$ cat config.mk
export PLATFORM = sky130hd
export DESIGN_NAME = ulbf_coeffs_streamer
export DESIGN_NICKNAME = d
export VERILOG_FILES = /design/src/rtl/ulbf_coeffs_streamer.sv
export SDC_FILE = /design/constraint.sdc
export NUM_CORES = 1
export LEC_CHECK = 0
export ABC_AREA = 1
export BUFFER_PORTS_ARGS = -buffer_cell sky130_fd_sc_hd__buf_2
export CAP_MARGIN = 20
export CORE_ASPECT_RATIO = 0.75
export CORE_UTILIZATION = 60
export DETAILED_ROUTE_END_ITERATION = 12
export PLACE_DENSITY = 0.9
export SLEW_MARGIN = 20
export SYNTH_ARGS = -nofsm -noshare
export SYNTH_HDL_FRONTEND = slang
export SYNTH_SLANG_ARGS = --single-unit
export TNS_END_PERCENT = 30
$ cat constraint.sdc
create_clock -name aclk -period 5.8 [get_ports aclk]
set_clock_uncertainty 0.1 [all_clocks]
set_input_delay 1.74 -clock aclk [delete_from_list [all_inputs] [get_ports aclk]]
set_output_delay 1.74 -clock aclk [all_outputs]
set_load 0.03 [all_outputs]
$ cat src/rtl/ulbf_coeffs_streamer.sv
// ulbf_coeffs_streamer: walks a window of the 64-bit coefficient BRAM through port B,
// repeats it a configured number of times and streams the words out as AXI4-Stream.
module ulbf_coeffs_streamer #(
    parameter int unsigned ADDR_W     = 16,
    parameter int unsigned DATA_W     = 64,
    parameter int unsigned RD_LAT     = 2,
    parameter int unsigned FIFO_DEPTH = 4
) (
    input  logic              aclk,
    input  logic              aresetn,
    input  logic              start,
    input  logic              stop,
    input  logic [ADDR_W-1:0] cfg_base,
    input  logic [15:0]       cfg_len,
    input  logic [15:0]       cfg_reps,
    output logic [31:0]       status,
    output logic              enb,
    output logic [ADDR_W-1:0] addrb,
    input  logic [DATA_W-1:0] doutb,
    output logic [DATA_W-1:0] m_axis_tdata,
    output logic              m_axis_tvalid,
    input  logic              m_axis_tready,
    output logic              m_axis_tlast
);

    localparam int unsigned CNT_W = $clog2(FIFO_DEPTH + 1);
    localparam int unsigned IDX_W = (FIFO_DEPTH > 1) ? $clog2(FIFO_DEPTH) : 1;
    localparam int unsigned OCC_W = $clog2(FIFO_DEPTH + RD_LAT + 2) + 1;

    typedef enum logic [1:0] {
        ST_IDLE  = 2'd0,
        ST_RUN   = 2'd1,
        ST_DRAIN = 2'd2
    } state_t;

    state_t            state;
    logic              busy;
    logic              done;
    logic              err;
    logic              aborted;
    logic [15:0]       blk_cnt;
    logic [ADDR_W-1:0] base_q;
    logic [15:0]       len_q;
    logic [15:0]       reps_q;
    logic [15:0]       idx_q;
    logic [15:0]       rep_q;
    logic              enb_tag;

    logic [RD_LAT-1:0]     pipe_vld;
    logic [RD_LAT-1:0]     pipe_tag;
    logic [DATA_W-1:0]     fifo_data [FIFO_DEPTH];
    logic [FIFO_DEPTH-1:0] fifo_last;
    logic [CNT_W-1:0]      fifo_cnt;

    logic [ADDR_W-1:0] cur_base;
    logic [15:0]       cur_len;
    logic [15:0]       cur_reps;
    logic [15:0]       cur_idx;
    logic [15:0]       cur_rep;
    logic              start_ok;
    logic              blk_end;
    logic              run_end;
    logic              credit_ok;
    logic              issue;
    logic              pop;
    logic              push;
    logic              drain_done;
    logic [OCC_W-1:0]  occ_after;
    logic [CNT_W-1:0]  cnt_next;
    logic [CNT_W-1:0]  wr_ptr;

    assign status       = {blk_cnt, 12'd0, aborted, err, done, busy};
    assign m_axis_tdata = fifo_data[0];
    assign m_axis_tlast = fifo_last[0];

    // Read-issue decision: in IDLE the first read uses the live config, in RUN the latched one.
    always_comb begin
        cur_base = base_q;
        cur_len  = len_q;
        cur_reps = reps_q;
        cur_idx  = idx_q;
        cur_rep  = rep_q;
        if (state == ST_IDLE) begin
            cur_base = cfg_base;
            cur_len  = cfg_len;
            cur_reps = cfg_reps;
            cur_idx  = 16'd0;
            cur_rep  = 16'd0;
        end
        start_ok = start && (cfg_len != 16'd0) && (cfg_reps != 16'd0);
        blk_end  = (cur_idx == cur_len - 16'd1);
        run_end  = blk_end && (cur_rep == cur_reps - 16'd1);
        pop      = m_axis_tvalid && m_axis_tready;
        push     = pipe_vld[RD_LAT-1];
        // slots held after this edge: current read, pipe contents, FIFO minus the beat leaving now
        occ_after = OCC_W'(enb) + OCC_W'(fifo_cnt) - OCC_W'(pop);
        for (int i = 0; i < RD_LAT; i++) begin
            occ_after = occ_after + OCC_W'(pipe_vld[i]);
        end
        credit_ok  = occ_after < OCC_W'(FIFO_DEPTH);
        issue      = ((state == ST_IDLE) && start_ok) ||
                     ((state == ST_RUN) && !stop && credit_ok);
        wr_ptr     = fifo_cnt - CNT_W'(pop);
        cnt_next   = fifo_cnt + CNT_W'(push) - CNT_W'(pop);
        drain_done = !enb && (pipe_vld == '0) && (cnt_next == '0);
    end

    // Control FSM, window walker, BRAM port-B drive and status registers.
    always_ff @(posedge aclk or negedge aresetn) begin
        if (!aresetn) begin
            state   <= ST_IDLE;
            busy    <= 1'b0;
            done    <= 1'b0;
            err     <= 1'b0;
            aborted <= 1'b0;
            blk_cnt <= 16'd0;
            base_q  <= '0;
            len_q   <= 16'd0;
            reps_q  <= 16'd0;
            idx_q   <= 16'd0;
            rep_q   <= 16'd0;
            enb     <= 1'b0;
            addrb   <= '0;
            enb_tag <= 1'b0;
        end else begin
            enb <= 1'b0;
            if (issue) begin
                enb     <= 1'b1;
                addrb   <= cur_base + ADDR_W'(cur_idx);
                enb_tag <= blk_end;
                idx_q   <= blk_end ? 16'd0 : cur_idx + 16'd1;
                rep_q   <= blk_end ? cur_rep + 16'd1 : cur_rep;
            end
            if (pop && m_axis_tlast && (blk_cnt != 16'hFFFF)) begin
                blk_cnt <= blk_cnt + 16'd1;
            end
            case (state)
                ST_IDLE: begin
                    if (start) begin
                        if (start_ok) begin
                            state   <= run_end ? ST_DRAIN : ST_RUN;
                            busy    <= 1'b1;
                            done    <= 1'b0;
                            err     <= 1'b0;
                            aborted <= 1'b0;
                            blk_cnt <= 16'd0;
                            base_q  <= cfg_base;
                            len_q   <= cfg_len;
                            reps_q  <= cfg_reps;
                        end else begin
                            err <= 1'b1;
                        end
                    end
                end
                ST_RUN: begin
                    if (stop) begin
                        state   <= ST_DRAIN;
                        aborted <= 1'b1;
                    end else if (issue && run_end) begin
                        state <= ST_DRAIN;
                    end
                end
                ST_DRAIN: begin
                    if (drain_done) begin
                        state <= ST_IDLE;
                        busy  <= 1'b0;
                        done  <= 1'b1;
                    end
                end
                default: state <= ST_IDLE;
            endcase
        end
    end

    // Read-latency tag pipe and shift FIFO whose head entry drives the stream outputs.
    always_ff @(posedge aclk or negedge aresetn) begin
        if (!aresetn) begin
            pipe_vld      <= '0;
            pipe_tag      <= '0;
            fifo_last     <= '0;
            fifo_cnt      <= '0;
            m_axis_tvalid <= 1'b0;
            for (int i = 0; i < FIFO_DEPTH; i++) begin
                fifo_data[i] <= '0;
            end
        end else begin
            pipe_vld[0] <= enb;
            pipe_tag[0] <= enb_tag;
            for (int i = 1; i < RD_LAT; i++) begin
                pipe_vld[i] <= pipe_vld[i-1];
                pipe_tag[i] <= pipe_tag[i-1];
            end
            if (pop) begin
                for (int i = 0; i < FIFO_DEPTH - 1; i++) begin
                    fifo_data[i] <= fifo_data[i+1];
                    fifo_last[i] <= fifo_last[i+1];
                end
            end
            if (push) begin
                fifo_data[IDX_W'(wr_ptr)] <= doutb;
                fifo_last[IDX_W'(wr_ptr)] <= pipe_tag[RD_LAT-1];
            end
            fifo_cnt      <= cnt_next;
            m_axis_tvalid <= (cnt_next != '0);
        end
    end

endmodule

==> results.ini <==
[run_status]
outcome = completed

[sta]
slew_headroom = 0.3060
holdWs_ns = 0.2536
finalHoldViolCount = 0
rsz0062_at_grt = false
min_period_over_period = 0.7541
fin_crit_ns = 4.374
fmax_mhz = 228.6
setup_violations = 0
slew_viol_final = 0
tns_ns = 0
worstMarginPinSlew_ns = 1.041

[cts]
clk_pin_slew_worst_paths_ns = 0.06
cts_buffers = 39
cts_root_buf = clkbuf_16
ctsHtreeMaxLevel = 2
cts_tree = yes
post_cts_buffers = 0
cts_hold_buf = 0
clock_path_buffers = 3
clk_latency_ns = 0.54
clock_sinks = 388
cts_resized = 0

[detailed_routing]
ant_nets = 0
drc = 0
num_vias = 17879
drt_iter0_drc = 1974
vias_per_cell = 5.835
wl_per_cell_um = 17.09
firstDrtPassIters = 9
drt-total-wl_um = 52360

[yosys]
ys_ff_latch = 388
seq_area_frac_synth = 0.4834
ys_warn_count = 0
synth_area_mm2 = 0.02008
syn_area_per_cell_um2 = 7.983
syn_inst = 2516
synthArstFlopShare = 1.000
synth_edf_count = 0
ys_types = 48
synthFlopType = dfrtp_1

[setup_path]
worst_ep_required_time_ns = 6.16
worstSetupPathType = primary input to flip-flop
arrival_ns = 4.73
crit_fanout = 34
critPathLaunchType = primary input
reg2reg_depth = 16
endpoint_kind = flip-flop

[finish]
area_delta_synth_final_pct = 10.96
nets = 2739
drive_above_1_share = 0.1309
fin_util = 0.6823

[global_route]
grtUsageTotal = 0.3089
antenna_found_initial = 3
grt_max_degree = 143
grt_first_pass_wirelength_um = 85470
grt_pass1_vias = 16966
grt_overflow_total = 0

[power]
finalPower_mw = 13.17
power_density_mw_per_mm2 = 590.9
ir_worst_vdd_mv = 0.3656
leakagePower_nw = 10.78

[floorplan]
die_y_um = 160.4
io_pins = 232
core-area_mm2 = 0.03266
die_width_um = 213.3
start_util = 0.6149
rows = 57
die-area_mm2 = 0.03422

[placement]
port_buffers = 219
dp_hpwl_um = 33680
place.gp.congestion = 0.9402

[job]
max_cap_violations = 0

[min_path]
hold-path-cell-count = 0
worstHoldPathType = flip-flop to flip-flop

-- sequential cells by signal, summed over array words and instances (netlist names), 2 cells and up --
signal        flops
addrb            16
base_q           16
blk_cnt          16
fifo_cnt          3
fifo_data       192
fifo_last         4
idx_q            16
len_q            16
m_axis_tdata     64
pipe_tag          2
pipe_vld          2
rep_q            16
reps_q           16
state             2
-- cells by family (layout without fill, tap and decap cells) --
kind of cell,after synthesis,after routing,synth area share
buffers and inverters,457,550,0.1037
and+or+nand+nor,947,947,0.1941
other,1,14,0.0001867
adders and majority gates,31,31,0.02043
DFF,388,388,0.4834
AOI/OAI and AO/OA,635,635,0.1733
xor gates and xnor gates,57,57,0.02486
-- layout make-up --
type                    instances  area (um^2)
fillers                      2535        10380
flip-flops and latches        388         9709
multi-input cells            1682         8401
repair buffers                242         1358
clock buffers                  55         1117
inverters                     238        895.9
well taps                     442        553.0
clock inverters                15        247.7
diodes                          2        5.005
-- power breakdown --
| group | internal [mW] | leakage, nW | switching, mW |
|---|---|---|---|
| clock network | 1.62 | 0.672 | 1.09 |
| logic | 1.85 | 5.36 | 3.98 |
| registers | 3.95 | 4.74 | 0.675 |
-- metal layers --
layer / up-vias / routed length [um] / GRT usage
met2: 813 / 23800 / 0.4722
met1: 8558 / 22910 / 0.4500
met4: 2 / 1353 / 0.09903
met3: 109 / 4291 / 0.05319
li1: 8397 / - / -
met5: - / 11 / 0
-- placed cells by master (no fill, tap or decap), types with 4 or more instances in the layout --
master / Yosys / final
nand3_1: 80 / 76
nand4_1: 19 / 19
o21ai_1: 20 / 20
inv_1: 232 / 232
ha_1: 28 / 28
bufinv_16: 0 / 6
nor3_1: 12 / 12
nand3_4: 0 / 4
conb_1: 1 / 12
nor2_2: 10 / 10
clkbuf_8: 0 / 6
xnor2_1: 18 / 18
nor2_1: 306 / 305
o21ai_0: 373 / 373
inv_2: 4 / 4
buf_4: 84 / 16
or2_2: 5 / 5
clkbuf_1: 116 / 9
buf_12: 0 / 6
buf_2: 6 / 218
nand3b_1: 4 / 4
a21oi_1: 22 / 22
o22ai_1: 202 / 202
nor2_4: 3 / 4
clkinv_2: 0 / 5
dfrtp_1: 388 / 388
xor2_1: 39 / 39
nor4_1: 16 / 16
nand2_1: 479 / 477
clkbuf_16: 0 / 40
-- synthesized netlist by cell type, drive strengths merged (3+ instances only) --
cell type / count / area share
nand3b: 4 / 0.0015
a21oi: 22 / 0.0055
ha: 28 / 0.017
or2: 5 / 0.0016
o21bai: 3 / 0.0011
o22ai: 202 / 0.063
nor2: 320 / 0.063
nor3: 13 / 0.0035
xor2: 39 / 0.017
buf: 103 / 0.038
nor4: 16 / 0.0050
o21ai: 396 / 0.099
fa: 3 / 0.0030
clkbuf: 116 / 0.022
nand3: 82 / 0.021
xnor2: 18 / 0.0078
o31ai: 3 / 0.0011
inv: 236 / 0.044
nand2: 481 / 0.090
nand4: 19 / 0.0059
dfrtp: 388 / 0.48
-- through the flow --
step	worst slack (ns)	area [um^2]	cells
global placement	1.046	20890	2991
floorplan	0.8531	20130	2527
finish	1.426	22290	3064
CTS	1.496	22260	3061
global route	1.262	22280	3063
detailed placement	0.9328	20890	2991
-- final timing paths --
| kind | start | endpoint | slack (ns) |
|---|---|---|---|
| max | m_axis_tready | idx_q[4]$_DFFE_PN0N_ | 1.43 |
| min | pipe_tag[0]$_DFF_PN0_ | pipe_tag[1]$_DFF_PN0_ | 0.25 |
| max reg2reg | state[1]$_DFFE_PN0P_ | addrb[12]$_DFFE_PN0N_ | 1.50 |
| min reg2reg | pipe_tag[0]$_DFF_PN0_ | pipe_tag[1]$_DFF_PN0_ | 0.25 |
| max in group asynchronous | aresetn | base_q[12]$_DFFE_PN0P_ | 3.33 |
| min in group asynchronous | aresetn | m_axis_tdata[61]$_DFF_PN0_ | 1.18 |
-- critical path, cell delays in order --
cell and delay [ns]:
buf_2 0.11, nand2_4 0.08, inv_4 0.04, ha_1 0.27, inv_1 0.05, fa_1 0.35, ha_1 0.30, a31o_2 0.21
xor2_1 0.13, or3_1 0.34, nand2_2 0.29, inv_2 0.32, a21oi_1 0.22, o21ai_0 0.13, o22ai_1 0.14
Power figures use the tool's default switching activity.
